==> src/rtl/dcache_store_port_pkg.sv <==
// ---------------------------------------------------------------------------
// dcache_store_port_pkg
// Shared constants and types for the data-cache store port.
//   - `define constants for the memory access type (MAT) codes and the FSM
//     state encodings; they are visible to every file compiled after this one.
//   - Package dcache_store_port_pkg: state enum built from those encodings,
//     the request payload struct and a MAT decode helper.
// ---------------------------------------------------------------------------
`ifndef DCACHE_STORE_PORT_DEFS
`define DCACHE_STORE_PORT_DEFS
`define DCD_MAT_CACHED      2'b01
`define DCD_MAT_UNCACHED    2'b00
`define DCD_ST_IDLE         3'd0
`define DCD_ST_LOOKUP       3'd1
`define DCD_ST_CHECK        3'd2
`define DCD_ST_WRITE        3'd3
`define DCD_ST_BUSREQ       3'd4
`define DCD_ST_BUSWAIT      3'd5
`define DCD_ST_RESP         3'd6
`endif

package dcache_store_port_pkg;

  typedef enum logic [2:0] {
    ST_IDLE    = `DCD_ST_IDLE,
    ST_LOOKUP  = `DCD_ST_LOOKUP,
    ST_CHECK   = `DCD_ST_CHECK,
    ST_WRITE   = `DCD_ST_WRITE,
    ST_BUSREQ  = `DCD_ST_BUSREQ,
    ST_BUSWAIT = `DCD_ST_BUSWAIT,
    ST_RESP    = `DCD_ST_RESP
  } dcd_state_e;

  localparam logic [1:0] MAT_CACHED = `DCD_MAT_CACHED;

  // One retired store: 3 + 2 + 32 + 32 = 69 bits.
  typedef struct packed {
    logic [2:0]  ptr;
    logic [1:0]  mat;
    logic [31:0] addr;
    logic [31:0] data;
  } st_req_t;

  // Only the exact cached code goes through the cache; everything else is
  // treated as uncached.
  function automatic logic is_cached(input logic [1:0] mat);
    return (mat == MAT_CACHED);
  endfunction

endpackage

==> src/rtl/dcache_store_port_if.sv <==
// ---------------------------------------------------------------------------
// dcache_store_port_if
// Bundles the store-buffer request/response, cache tag/data strobes and the
// bus write handshake of the store port.
//   slave  : the store port itself (dcache_store_port)
//   master : the surrounding store buffer / cache arrays / bus
// ---------------------------------------------------------------------------
interface dcache_store_port_if;

  // store buffer -> store port
  logic        SbToDcdAble;
  logic [1:0]  SbToDcdAMat;
  logic [2:0]  SbToDcdAPtr;
  logic [31:0] SbToDcdAPhyAddr;
  logic [31:0] SbToDcdAPhyDate;
  // store port -> store buffer
  logic        DcdToSbSuccess;
  logic        DcdToSbBackAble;
  logic [2:0]  DcdToSbBackPtr;
  // shared address/data for cache and bus
  logic [31:0] StAddr;
  logic [31:0] StDate;
  // cache arrays
  logic        TagRdAble;
  logic        TagRdHit;
  logic        DataWrAble;
  // bus write channel
  logic        BusWrValid;
  logic        BusWrReady;
  logic        BusWrBack;

  modport slave (
    input  SbToDcdAble, SbToDcdAMat, SbToDcdAPtr, SbToDcdAPhyAddr, SbToDcdAPhyDate,
    input  TagRdHit, BusWrReady, BusWrBack,
    output DcdToSbSuccess, DcdToSbBackAble, DcdToSbBackPtr,
    output StAddr, StDate, TagRdAble, DataWrAble, BusWrValid
  );

  modport master (
    output SbToDcdAble, SbToDcdAMat, SbToDcdAPtr, SbToDcdAPhyAddr, SbToDcdAPhyDate,
    output TagRdHit, BusWrReady, BusWrBack,
    input  DcdToSbSuccess, DcdToSbBackAble, DcdToSbBackPtr,
    input  StAddr, StDate, TagRdAble, DataWrAble, BusWrValid
  );

endinterface

==> src/rtl/dcache_store_port_store_req_queue.sv <==
// ---------------------------------------------------------------------------
// store_req_queue
// Two-entry FIFO of store requests (69-bit st_req_t payload) placed in front
// of the store-port FSM. Only built when DCD_STORE_ACCEPT_Q_EN is defined.
//   clk, rst     : clock, asynchronous active-high reset
//   push_i       : write push_data_i (ignored when full)
//   pop_i        : drop the head entry (ignored when empty)
//   pop_data_o   : head entry
//   full_o       : both entries occupied
//   empty_o      : no entry occupied
// A push and a pop in the same cycle are both performed.
// ---------------------------------------------------------------------------
`ifdef DCD_STORE_ACCEPT_Q_EN
module store_req_queue
  import dcache_store_port_pkg::*;
(
  input  logic    clk,
  input  logic    rst,
  input  logic    push_i,
  input  st_req_t push_data_i,
  input  logic    pop_i,
  output st_req_t pop_data_o,
  output logic    full_o,
  output logic    empty_o
);

  st_req_t    mem_q [2];
  st_req_t    mem_d [2];
  logic       wr_ptr_q, wr_ptr_d;
  logic       rd_ptr_q, rd_ptr_d;
  logic [1:0] count_q,  count_d;
  logic       do_push_s;
  logic       do_pop_s;

  assign full_o     = (count_q == 2'd2);
  assign empty_o    = (count_q == 2'd0);
  assign do_push_s  = push_i & ~full_o;
  assign do_pop_s   = pop_i & ~empty_o;
  assign pop_data_o = mem_q[rd_ptr_q];

  // Next-state for storage, pointers and occupancy.
  always_comb begin
    mem_d    = mem_q;
    wr_ptr_d = wr_ptr_q;
    rd_ptr_d = rd_ptr_q;
    if (do_push_s) begin
      mem_d[wr_ptr_q] = push_data_i;
      wr_ptr_d        = ~wr_ptr_q;
    end else begin
      wr_ptr_d = wr_ptr_q;
    end
    if (do_pop_s) begin
      rd_ptr_d = ~rd_ptr_q;
    end else begin
      rd_ptr_d = rd_ptr_q;
    end
    count_d = count_q + {1'b0, do_push_s} - {1'b0, do_pop_s};
  end

  // Queue state registers.
  always_ff @(posedge clk or posedge rst) begin
    if (rst) begin
      for (int i = 0; i < 2; i++) begin
        mem_q[i] <= '0;
      end
      wr_ptr_q <= 1'b0;
      rd_ptr_q <= 1'b0;
      count_q  <= 2'd0;
    end else begin
      mem_q    <= mem_d;
      wr_ptr_q <= wr_ptr_d;
      rd_ptr_q <= rd_ptr_d;
      count_q  <= count_d;
    end
  end

endmodule
`endif

==> src/rtl/dcache_store_port.sv <==
// ---------------------------------------------------------------------------
// dcache_store_port
// Takes retired stores from the store buffer one at a time. Cached stores
// (MAT 2'b01) look up the tag and write the data array on a hit; misses
// (write-around, no allocate) and uncached stores go out as a bus write.
// Each accepted store produces exactly one DcdToSbBackAble pulse, in order.
//
// Ports:
//   Clk   : clock, rising edge
//   Rest  : asynchronous active-high reset; drops any in-flight store
//   sp    : dcache_store_port_if.slave -- store buffer request/response,
//           StAddr/StDate, tag/data strobes, bus write handshake
//
// Build option:
//   DCD_STORE_ACCEPT_Q_EN : insert a 2-entry request queue (store_req_queue);
//                           the store buffer is then accepted in any state
//                           while the queue has room, and the FSM pops it in
//                           IDLE. Undefined: accept only in IDLE.
// ---------------------------------------------------------------------------
module dcache_store_port
  import dcache_store_port_pkg::*;
(
  input  logic               Clk,
  input  logic               Rest,
  dcache_store_port_if.slave sp
);

  dcd_state_e  state_q,      state_d;
  logic [2:0]  ptr_q,        ptr_d;
  logic [1:0]  mat_q,        mat_d;
  logic [31:0] st_addr_q,    st_addr_d;
  logic [31:0] st_data_q,    st_data_d;
  logic        tag_rd_q,     tag_rd_d;
  logic        data_wr_q,    data_wr_d;
  logic        bus_valid_q,  bus_valid_d;
  logic        back_able_q,  back_able_d;
  logic [2:0]  back_ptr_q,   back_ptr_d;

  st_req_t     in_req_s;     // request as presented by the store buffer
  st_req_t     req_s;        // request seen by the FSM
  logic        req_valid_s;
  logic        req_take_s;   // FSM consumes req_s this cycle

  assign in_req_s   = {sp.SbToDcdAPtr, sp.SbToDcdAMat,
                       sp.SbToDcdAPhyAddr, sp.SbToDcdAPhyDate};
  assign req_take_s = req_valid_s & (state_q == ST_IDLE);

`ifdef DCD_STORE_ACCEPT_Q_EN
  logic q_full_s;
  logic q_empty_s;
  logic push_s;

  // Rest gates the accept so the store buffer never sees Success during reset.
  assign push_s            = sp.SbToDcdAble & ~q_full_s & ~Rest;
  assign sp.DcdToSbSuccess = push_s;
  assign req_valid_s       = ~q_empty_s;

  store_req_queue u_store_req_queue (
    .clk         (Clk),
    .rst         (Rest),
    .push_i      (push_s),
    .push_data_i (in_req_s),
    .pop_i       (req_take_s),
    .pop_data_o  (req_s),
    .full_o      (q_full_s),
    .empty_o     (q_empty_s)
  );
`else
  assign req_valid_s       = sp.SbToDcdAble & ~Rest;
  assign req_s             = in_req_s;
  assign sp.DcdToSbSuccess = req_take_s;
`endif

  // FSM next-state and next-cycle output strobes. Strobes are computed for
  // the state being entered so that every output comes straight from a flop.
  always_comb begin
    state_d     = state_q;
    ptr_d       = ptr_q;
    mat_d       = mat_q;
    st_addr_d   = st_addr_q;
    st_data_d   = st_data_q;
    tag_rd_d    = 1'b0;
    data_wr_d   = 1'b0;
    bus_valid_d = 1'b0;
    back_able_d = 1'b0;
    back_ptr_d  = 3'd0;
    case (state_q)
      ST_IDLE: begin
        if (req_take_s) begin
          ptr_d     = req_s.ptr;
          mat_d     = req_s.mat;
          st_addr_d = req_s.addr;
          st_data_d = req_s.data;
          if (is_cached(req_s.mat)) begin
            state_d  = ST_LOOKUP;
            tag_rd_d = 1'b1;
          end else begin
            state_d     = ST_BUSREQ;
            bus_valid_d = 1'b1;
          end
        end else begin
          state_d = ST_IDLE;
        end
      end
      ST_LOOKUP: begin
        state_d = ST_CHECK;
      end
      ST_CHECK: begin
        // The MAT re-check keeps a corrupted path from writing the array for
        // a store that was never meant to be cached.
        if (sp.TagRdHit && is_cached(mat_q)) begin
          state_d     = ST_WRITE;
          data_wr_d   = 1'b1;
          back_able_d = 1'b1;
          back_ptr_d  = ptr_q;
        end else begin
          state_d     = ST_BUSREQ;
          bus_valid_d = 1'b1;
        end
      end
      ST_WRITE: begin
        state_d = ST_IDLE;
      end
      ST_BUSREQ: begin
        // A response is only meaningful once the write has been accepted,
        // so BusWrBack without BusWrReady is ignored here.
        if (sp.BusWrReady) begin
          if (sp.BusWrBack) begin
            state_d     = ST_RESP;
            back_able_d = 1'b1;
            back_ptr_d  = ptr_q;
          end else begin
            state_d = ST_BUSWAIT;
          end
        end else begin
          bus_valid_d = 1'b1;
        end
      end
      ST_BUSWAIT: begin
        if (sp.BusWrBack) begin
          state_d     = ST_RESP;
          back_able_d = 1'b1;
          back_ptr_d  = ptr_q;
        end else begin
          state_d = ST_BUSWAIT;
        end
      end
      ST_RESP: begin
        state_d = ST_IDLE;
      end
      default: begin
        state_d = ST_IDLE;
      end
    endcase
  end

  // FSM state, latched store fields and registered outputs.
  always_ff @(posedge Clk or posedge Rest) begin
    if (Rest) begin
      state_q     <= ST_IDLE;
      ptr_q       <= 3'd0;
      mat_q       <= 2'd0;
      st_addr_q   <= 32'd0;
      st_data_q   <= 32'd0;
      tag_rd_q    <= 1'b0;
      data_wr_q   <= 1'b0;
      bus_valid_q <= 1'b0;
      back_able_q <= 1'b0;
      back_ptr_q  <= 3'd0;
    end else begin
      state_q     <= state_d;
      ptr_q       <= ptr_d;
      mat_q       <= mat_d;
      st_addr_q   <= st_addr_d;
      st_data_q   <= st_data_d;
      tag_rd_q    <= tag_rd_d;
      data_wr_q   <= data_wr_d;
      bus_valid_q <= bus_valid_d;
      back_able_q <= back_able_d;
      back_ptr_q  <= back_ptr_d;
    end
  end

  assign sp.DcdToSbBackAble = back_able_q;
  assign sp.DcdToSbBackPtr  = back_ptr_q;
  assign sp.StAddr          = st_addr_q;
  assign sp.StDate          = st_data_q;
  assign sp.TagRdAble       = tag_rd_q;
  assign sp.DataWrAble      = data_wr_q;
  assign sp.BusWrValid      = bus_valid_q;

endmodule

==> src/flat_wrapper.sv <==
// flat-port wrapper written by rule: the top's interface ports become plain ports
module dcache_store_port_flat import dcache_store_port_pkg::*;
  (Clk, Rest, sp_SbToDcdAble, sp_SbToDcdAMat, sp_SbToDcdAPtr, sp_SbToDcdAPhyAddr, sp_SbToDcdAPhyDate, sp_TagRdHit, sp_BusWrReady, sp_BusWrBack, sp_DcdToSbSuccess, sp_DcdToSbBackAble, sp_DcdToSbBackPtr, sp_StAddr, sp_StDate, sp_TagRdAble, sp_DataWrAble, sp_BusWrValid);
  dcache_store_port_if sp_i ();
  input  logic Clk;
  input  logic Rest;
  input wire logic [$bits(sp_i.SbToDcdAble)-1:0] sp_SbToDcdAble;
  input wire logic [$bits(sp_i.SbToDcdAMat)-1:0] sp_SbToDcdAMat;
  input wire logic [$bits(sp_i.SbToDcdAPtr)-1:0] sp_SbToDcdAPtr;
  input wire logic [$bits(sp_i.SbToDcdAPhyAddr)-1:0] sp_SbToDcdAPhyAddr;
  input wire logic [$bits(sp_i.SbToDcdAPhyDate)-1:0] sp_SbToDcdAPhyDate;
  input wire logic [$bits(sp_i.TagRdHit)-1:0] sp_TagRdHit;
  input wire logic [$bits(sp_i.BusWrReady)-1:0] sp_BusWrReady;
  input wire logic [$bits(sp_i.BusWrBack)-1:0] sp_BusWrBack;
  output wire logic [$bits(sp_i.DcdToSbSuccess)-1:0] sp_DcdToSbSuccess;
  output wire logic [$bits(sp_i.DcdToSbBackAble)-1:0] sp_DcdToSbBackAble;
  output wire logic [$bits(sp_i.DcdToSbBackPtr)-1:0] sp_DcdToSbBackPtr;
  output wire logic [$bits(sp_i.StAddr)-1:0] sp_StAddr;
  output wire logic [$bits(sp_i.StDate)-1:0] sp_StDate;
  output wire logic [$bits(sp_i.TagRdAble)-1:0] sp_TagRdAble;
  output wire logic [$bits(sp_i.DataWrAble)-1:0] sp_DataWrAble;
  output wire logic [$bits(sp_i.BusWrValid)-1:0] sp_BusWrValid;
  assign sp_i.SbToDcdAble = sp_SbToDcdAble;
  assign sp_i.SbToDcdAMat = sp_SbToDcdAMat;
  assign sp_i.SbToDcdAPtr = sp_SbToDcdAPtr;
  assign sp_i.SbToDcdAPhyAddr = sp_SbToDcdAPhyAddr;
  assign sp_i.SbToDcdAPhyDate = sp_SbToDcdAPhyDate;
  assign sp_i.TagRdHit = sp_TagRdHit;
  assign sp_i.BusWrReady = sp_BusWrReady;
  assign sp_i.BusWrBack = sp_BusWrBack;
  assign sp_DcdToSbSuccess = sp_i.DcdToSbSuccess;
  assign sp_DcdToSbBackAble = sp_i.DcdToSbBackAble;
  assign sp_DcdToSbBackPtr = sp_i.DcdToSbBackPtr;
  assign sp_StAddr = sp_i.StAddr;
  assign sp_StDate = sp_i.StDate;
  assign sp_TagRdAble = sp_i.TagRdAble;
  assign sp_DataWrAble = sp_i.DataWrAble;
  assign sp_BusWrValid = sp_i.BusWrValid;
  dcache_store_port u_core (.Clk(Clk), .Rest(Rest), .sp(sp_i));
endmodule
==> config.mk <==
export PLATFORM = sky130hd
export DESIGN_NAME = dcache_store_port_flat
export DESIGN_NICKNAME = d
export VERILOG_FILES = /design/src/rtl/dcache_store_port_pkg.sv /design/src/rtl/dcache_store_port_if.sv /design/src/rtl/dcache_store_port_store_req_queue.sv /design/src/rtl/dcache_store_port.sv /design/src/flat_wrapper.sv
export SDC_FILE = /design/constraint.sdc
export NUM_CORES = 1
export LEC_CHECK = 0
export ABC_AREA = 0
export CORE_MARGIN = 2
export CORE_UTILIZATION = 42
export DETAILED_ROUTE_END_ITERATION = 10
export PLACE_DENSITY = 0.93
export SYNTH_ARGS = -nofsm -noshare
export SYNTH_HDL_FRONTEND = slang
export SYNTH_SLANG_ARGS = --single-unit
export TNS_END_PERCENT = 20
==> constraint.sdc <==
create_clock -name Clk -period 2.8 [get_ports Clk]
set_input_delay 0.28 -clock Clk [delete_from_list [all_inputs] [get_ports Clk]]
set_output_delay 0.28 -clock Clk [all_outputs]
set_load 0.03 [all_outputs]
Word level (Yosys, flattened, before mapping)
Index checks and enable logic that the tools add are counted.

Bits in read-only memories: 0. Register bits: 79. Memories: 0. Input bits: 75. Bits in writable memories: 0. Bits in latches: 0.

Add/sub/neg operators: 0. Shift-type cells: 0. Equality and inequality tests: 7. Reductions and logical operators: 3. Mux-type cells: 23. Div/mod/pow operators: 0. Bitwise logic cells: 3. Order comparisons: 0. Multipliers: 0.

Operators by type and width (number): two-way mux 3 bit (7); case mux 3 bit (5 select lines) (1); two-way mux 1 bit (11); case mux 3 bit (3 select lines) (1); == test 3 bit (second input constant) (2); case mux 1 bit (3 select lines) (2); == test 2 x 1 -> 1 bit (second input constant) (2); == test 3 x 1 -> 1 bit (second input constant) (1); == test 3 x 2 -> 1 bit (second input constant) (1); zero test 3 bit (1); bitwise AND 1 bit (2); two-way mux 2 bit (1); inequality test 2 bit (second input constant) (1); AND reduction 2 bit (1); logical AND 1 bit (1); NOT 1 bit (1).

Longest topological paths before layout
Gate-level depths: netlist of the first run.

Depth in word-level cells: 5. Gate-level depth with buffers: 4. Depth with buffers taken out: 3.

Worst setup path after synthesis of the first run
No wires, ideal clock.

Path kind: register to output. Start: reg u_core.state_q[2]. End: out sp_DcdToSbSuccess. Required time: 2.520 ns. Path slack: 1.217 ns. Arrival: 1.303 ns. Cell stages (with the launch flop): 5. Path buffers: 1. Path through: dfrtp_1 nor4_4 nand2_4 buf_6 inv_1.

Cells in the longest elaborated chain, start to end: 2.

RTL lines: start: declaration (RTL line dcache_store_port.sv:28) `dcd_state_e state_q, state_d;`; start signal: assignment (RTL line dcache_store_port.sv:171) `state_q <= state_d;`; zero test 3 bit (RTL line dcache_store_port.sv:46) `assign req_take_s = req_valid_s & (state_q == ST_IDLE);`; bitwise AND 1 bit (RTL line dcache_store_port.sv:46); end: declaration (RTL line flat_wrapper.sv:15) `output wire logic [$bits(sp_i.DcdToSbSuccess)-1:0] sp_DcdToSbSuccess;`.

No other way between the ends.

Worst setup path in the final report of the first run
Ends and elaborated chain as after synthesis.

==> results of run 1 <==
[final timing paths]
path	from	to	cells after the start
min in group Clk	u_core.ptr_q[2]$_DFFE_PP0P_	u_core.sp.DcdToSbBackPtr[2]$_DFF_PP0_	1
worst min-delay path	Rest	u_core.sp.DataWrAble$_DFF_PP0_	2
worst min register to register	u_core.ptr_q[2]$_DFFE_PP0P_	u_core.sp.DcdToSbBackPtr[2]$_DFF_PP0_	1
worst max-delay path	u_core.state_q[2]$_DFFE_PP0P_	sp_DcdToSbSuccess	4
max in group asynchronous	Rest	u_core.sp.StDate[5]$_DFFE_PP0P_	3
worst max register to register	u_core.state_q[2]$_DFFE_PP0P_	u_core.sp.StDate[28]$_DFFE_PP0P_	4
[layout by cell type (no fill, tap or decap)]
cell / count
o31ai_1: 1
dfrtp_1: 79
nand2_1: 1
nand2b_1: 2
a21oi_1: 1
nand3b_1: 1
nor4_4: 1
clkbuf_8: 11
nor3b_1: 1
o2bb2ai_1: 1
nand4b_1: 1
a32oi_1: 1
buf_4: 3
inv_1: 2
a2bb2oi_1: 2
bufinv_16: 1
clkinv_2: 4
buf_12: 2
and3b_1: 1
clkdlybuf4s50_1: 145
and2_1: 4
nor2_1: 2
mux2i_1: 1
o22a_1: 1
mux2_4: 69
o21ai_0: 1
nand2_4: 1
[flip-flops by register name, indices dropped and copies added (netlist names)]
register and cells:
u_core.sp.DataWrAble 1, u_core.sp.DcdToSbBackPtr 3, u_core.state_q 3, u_core.sp.BusWrValid 1, u_core.sp.StAddr 32, u_core.ptr_q 3
u_core.mat_q 2, u_core.sp.DcdToSbBackAble 1, u_core.sp.StDate 32, u_core.sp.TagRdAble 1
[worst max-delay path, cell delays in order (launching register included)]
cell	delay, ps
dfrtp_1	460
nor4_4	410
nand2_4	370
inv_1	140
buf_4	170
[where the power goes]
| group | internal, mW | switching [mW] |
|---|---|---|
| Combinational | 1.73 | 1.57 |
| Clock | 0.451 | 0.383 |
| Sequential | 1.69 | 0.347 |
| Total | 3.87 | 2.30 |
[kinds of logic (layout without fill, tap and decap cells)]
| logic type | Yosys count | in the layout | share of synthesized area, % |
|---|---|---|---|
| AO/OA/AOI/OAI | 8 | 8 | 1.865 |
| AND/OR/NAND/NOR | 15 | 15 | 3.463 |
| multiplexers | 70 | 70 | 31.81 |
| buffers and inverters | 10 | 168 | 2.740 |
| flip-flops | 79 | 79 | 60.12 |
[per-stage QoR]
step	hold slack, ps	instances	worst slack [ps]	instance area [um2]
final	454.3	442	639.3	5049
after global routing	504.0	442	487.0	5049
after CTS	486.7	442	606.9	5049
after detailed placement	475.4	427	577.9	4852
after global placement	470.3	427	661.4	4852
after floorplan	377.9	182	496.6	3288
[layer usage]
metal	share of wire (%)	GRT usage [%]	vias up
met2	50	29.08	86
met3	7.5	6.428	10
met5	0	0	-
met1	41	22.80	1019
li1	-	-	946
met4	1.5	5.473	0
[final cells by class]
class | count | area, um2
Clock inverter | 4 | 45.04
Inverter | 3 | 12.51
Fill cell | 559 | 2599
Multi-Input combinational cell | 93 | 1221
Timing Repair Buffer | 150 | 1514
Tap cell | 102 | 127.6
Sequential cell | 79 | 1977
Clock buffer | 11 | 151.4
==> flow_summary_export.csv, run 1 <==
group,metric,value,unit
run_status,status,"complete, no violations",
die,die_w,92.48,um
global_route,overflow,0,
route,vias,2061,
route,wire_per_inst,16.50,um
die,die_area,8553,um2
clock_tree,post_cts_buffers,0,
clock_tree,clk_latency,340,ps
clock_tree,h-tree-depth,3,
synthesis,ys_ff_latch,79,
timing,setup_violations,0,
critical_path,cp-end-kind,"primary output",
die,boundaryPins,147,
layout,drive_gt1_share,27.06,%
synthesis,async_flop_share,100.0,%
critical_path,startpoint_type,"flip-flop",
pwr,p_total,6.170,mW
synthesis,ys_seq_area_share,60.12,%
clock_tree,holdBufCountCts,0,
pwr,p_leak,2.400,nW
synthesis,synth_ff_type,"dfrtp_1",
clock_tree,clockBufferDepth,2,
clock_tree,clock-sinks,79,
timing,tns,0,ps
timing,rsz0062_at_grt,"no",
route,viasPerCell,4.663,
route,ant_nets,0,
clock_tree,numCtsBuffers,9,
global_route,antenna_found_initial,0,
global_route,grt_max_degree,43,
timing,finalCritPeriodShare,77.17,%
place,gp_congestion,0.7740,
timing,fmax,462.8,MHz
clock_tree,root_buffer,"clkbuf_8",
timing,slew_headroom,51.98,%
route,drc,0,
synthesis,syn_nets,257,
timing,period_needed,2161,ps
layout,layout.nets,411,
layout,diodes,0,
timing,tightest_slew,719.4,ps
critical_path,cp_max_fo,28,
synthesis,ys_types,22,
layout,utilization,66.02,%
die,core,7647,um2
pwr,power.density,1222,nW/um2
synthesis,yosys-top-cells-area,"dfrtp_1 (60%), mux2_4 (32%), buf_6 (2.4%)",
layout,syn_to_final_growth,53.54,%
timing,hold_viol,0,
timing,skew,9.302,ps
clock_tree,tritoncts,"yes",
critical_path,path_class,"reg2out",
global_route,grt_pass1_vias,2259,
synthesis,synth.cell_area,3288,um2
synthesis,ys_warn_count,0,
synthesis,synth_edf_count,0,
global_route,track_usage,18.00,%
place,dpl.hpwl,5357,um
critical_path,cp.arrival,1880,ps
critical_path,required,2520,ps
die,row_count,32,
clock_tree,cts_resized,0,
min_path,min_path_type,"in2async",
route,firstDrtPassIters,4,
synthesis,synth_cells,182,
critical_path,ff2ff_setup_slack,770,ps
synthesis,yosysTopAreaCellShare,60.12,%
global_route,grt_first_pass_wirelength,11790,um
die,die_h,92.48,um
synthesis,yosysTopAreaCell,"dfrtp_1",
pwr,ir_worst_vdd,0.5468,mV
synthesis,synthTopCellsByCount,"dfrtp_1 (79), mux2_4 (69), buf_6 (7)",
synthesis,synth.most_common_cell,"dfrtp_1",
timing,maxSlewViolCount,0,
place,port_buffers,146,
synthesis,syn_avg_cell_area,18.07,um2
route,wirelength,7295,um
flow_run,max-cap-violations,0,
route,drt_iter0_drc,80,
die,start_util,43.00,%
clock_tree,clkTransAtPathRegs,80,ps
Note: power is estimated with default switching activity, not from simulation.
==> inputs of run 2 (changes only) <==
==> constraint.sdc (replaced) <==
create_clock -name Clk -period 2.1 [get_ports Clk]
set_input_delay 0.21 -clock Clk [delete_from_list [all_inputs] [get_ports Clk]]
set_output_delay 0.21 -clock Clk [all_outputs]
set_load 0.03 [all_outputs]
==> run 2 against run 1 <==
Net effect: clock skew grew 2.9 ps; count of clock-buffer cells in the layout decreased by 2; hold slack worse by 61 ps; flip-flop and latch count unchanged; cell area rose by 0.77%; setup slack worse by 550 ps; critical endpoint unchanged.
==> flow_summary_export.csv, run 2 (synthesis results as in run 1) <==
group,metric,value,unit
run_status,status,"complete, no violations",
clock_tree,numCtsBuffers,9,
clock_tree,post_cts_buffers,0,
timing,period_needed,2015,ps
timing,tns,0,ps
layout,drive_gt1_share,27.27,%
route,viasPerCell,4.616,
clock_tree,clockBufferDepth,2,
clock_tree,tritoncts,"yes",
critical_path,required,1890,ps
global_route,antenna_found_initial,0,
die,row_count,32,
global_route,track_usage,16.48,%
die,die_area,8553,um2
route,firstDrtPassIters,4,
critical_path,crit_path_top_delay_cell,"dfrtp_1",
clock_tree,h-tree-depth,3,
critical_path,path_buf_inv,3,
route,drt_iter0_drc,31,
global_route,overflow,0,
die,core,7647,um2
pwr,ir_worst_vdd,0.7810,mV
route,vias,2045,
global_route,grt_max_degree,57,
timing,fmax,496.2,MHz
critical_path,slowest_delay,460,ps
critical_path,startpoint_type,"flip-flop",
layout,layout.nets,411,
die,start_util,43.00,%
place,dpl.hpwl,4996,um
critical_path,path_class,"reg2out",
place,place_inst,427,
global_route,grt_first_pass_wirelength,11010,um
place,port_buffers,146,
critical_path,crit_family,"simple AND/OR/NAND/NOR gates",
clock_tree,holdBufCountCts,0,
timing,slew_headroom,66.52,%
pwr,p_leak,2.411,nW
pwr,power.density,1629,nW/um2
min_path,min_path_type,"in2async",
timing,tightest_slew,501.1,ps
clock_tree,cts_resized,0,
route,wire_per_inst,15.32,um
die,die_w,92.48,um
timing,setup_violations,0,
layout,mostFrequentLayoutCells,"clkdlybuf4s50_1 (145), dfrtp_1 (79), mux2_4 (69)",
die,die_h,92.48,um
timing,maxSlewViolCount,0,
critical_path,cp-end-kind,"primary output",
route,drc,0,
global_route,grt_pass1_vias,2252,
critical_path,crit_start,"u_core.state_q[2]$_DFFE_PP0P_",
clock_tree,root_buffer,"clkbuf_8",
timing,fin_ws,84.55,ps
clock_tree,clk_latency,330,ps
place,gp_congestion,0.8170,
critical_path,cp_max_fo,36,
clock_tree,clkTransAtPathRegs,90,ps
route,ant_nets,0,
timing,finalCritPeriodShare,95.97,%
timing,hold_viol,0,
critical_path,cp.arrival,1810,ps
timing,skew,12.19,ps
layout,syn_to_final_growth,54.72,%
layout,instances_no_fill,443,
layout,diodes,0,
layout,final_common_cell,"clkdlybuf4s50_1",
die,boundaryPins,147,
clock_tree,clock-sinks,79,
flow_run,max-cap-violations,0,
critical_path,r2r_start,"u_core.state_q[2]$_DFFE_PP0P_",
critical_path,path_cells,"nor4_4 > nand2_4 > buf_12 > inv_1 > buf_4",
route,wirelength,6786,um
timing,rsz0062_at_grt,"no",
place,pre_cts_ws,286.9,ps
-- run 2: changes by cell type in the layout (fill, tap and decap cells not counted) --
cell / change
bufinv_16: +1
clkinv_4: +2
clkinv_2: -2
clkbuf_8: -2
buf_12: +1
buf_4: -1
clkinvlp_4: +1
inv_6: +1
-- run 2: final timing paths --
kind                       slack (ps)                                     to  cells after the start
setup / recovery                   80                      sp_DcdToSbSuccess                      5
hold / removal                    390        u_core.sp.StDate[8]$_DFFE_PP0P_                      3
setup reg to reg                  430        u_core.sp.StAddr[9]$_DFFE_PP0P_                      4
hold reg to reg                   500  u_core.sp.DcdToSbBackPtr[2]$_DFF_PP0_                      1
max in group asynchronous        1440        u_core.sp.StAddr[8]$_DFFE_PP0P_                      3
min in group Clk                  480       u_core.sp.StDate[30]$_DFFE_PP0P_                      2
-- run 2: through the flow --
stage,instance area [um2],power [mW],hold slack (ps),utilization [%]
3_3_place_gp,4867,7.025,477.0,63.65
3_5_place_dp,4867,7.122,489.5,63.65
2_1_floorplan,3292,5.411,307.9,-
6_report,5087,8.287,393.5,66.52
4_1_cts,5087,8.375,402.1,66.52
5_1_grt,5087,8.687,438.8,66.52
-- run 2: final cells by class --
| type | count | area [um2] |
|---|---|---|
| clock buffer | 9 | 123.9 |
| sequential | 79 | 1977 |
| multi-input combinational | 93 | 1221 |
| inverter | 3 | 15.01 |
| clock inverter | 7 | 96.34 |
| fill | 554 | 2560 |
| timing repair buffer | 150 | 1526 |
| tap | 102 | 127.6 |
-- run 2: per-layer routing --
| layer | GRT usage [%] | part of all wire [%] |
|---|---|---|
| met4 | 5.224 | 0.68 |
| met3 | 4.231 | 6.4 |
| met2 | 26.22 | 48 |
| met1 | 22.23 | 44 |
| met5 | 0 | 0 |
-- run 2: worst register-to-register path, cell delays in order, from the launching register on --
cell,delay [ps]
dfrtp_1,460
nor4_4,420
nand2_4,110
buf_12,200
mux2_4,350
-- run 2: where the power goes --
part | internal (mW) | leakage (nW) | total [mW] | switching [mW]
Clock | 0.673 | 0.114 | 1.21 | 0.533
Sequential | 2.25 | 0.955 | 2.70 | 0.449
Combinational | 2.32 | 1.34 | 4.38 | 2.06
==> inputs of run 3 (changes only) <==
--- a/config.mk
+++ b/config.mk
@@ -10,6 +10,7 @@
 export CORE_UTILIZATION = 42
 export DETAILED_ROUTE_END_ITERATION = 10
 export PLACE_DENSITY = 0.93
+export SKIP_LAST_GASP = 1
 export SYNTH_ARGS = -nofsm -noshare
 export SYNTH_HDL_FRONTEND = slang
 export SYNTH_SLANG_ARGS = --single-unit
==> results of run 3 <==
The final DEF is identical to that of run 2; final timing and power are the same.
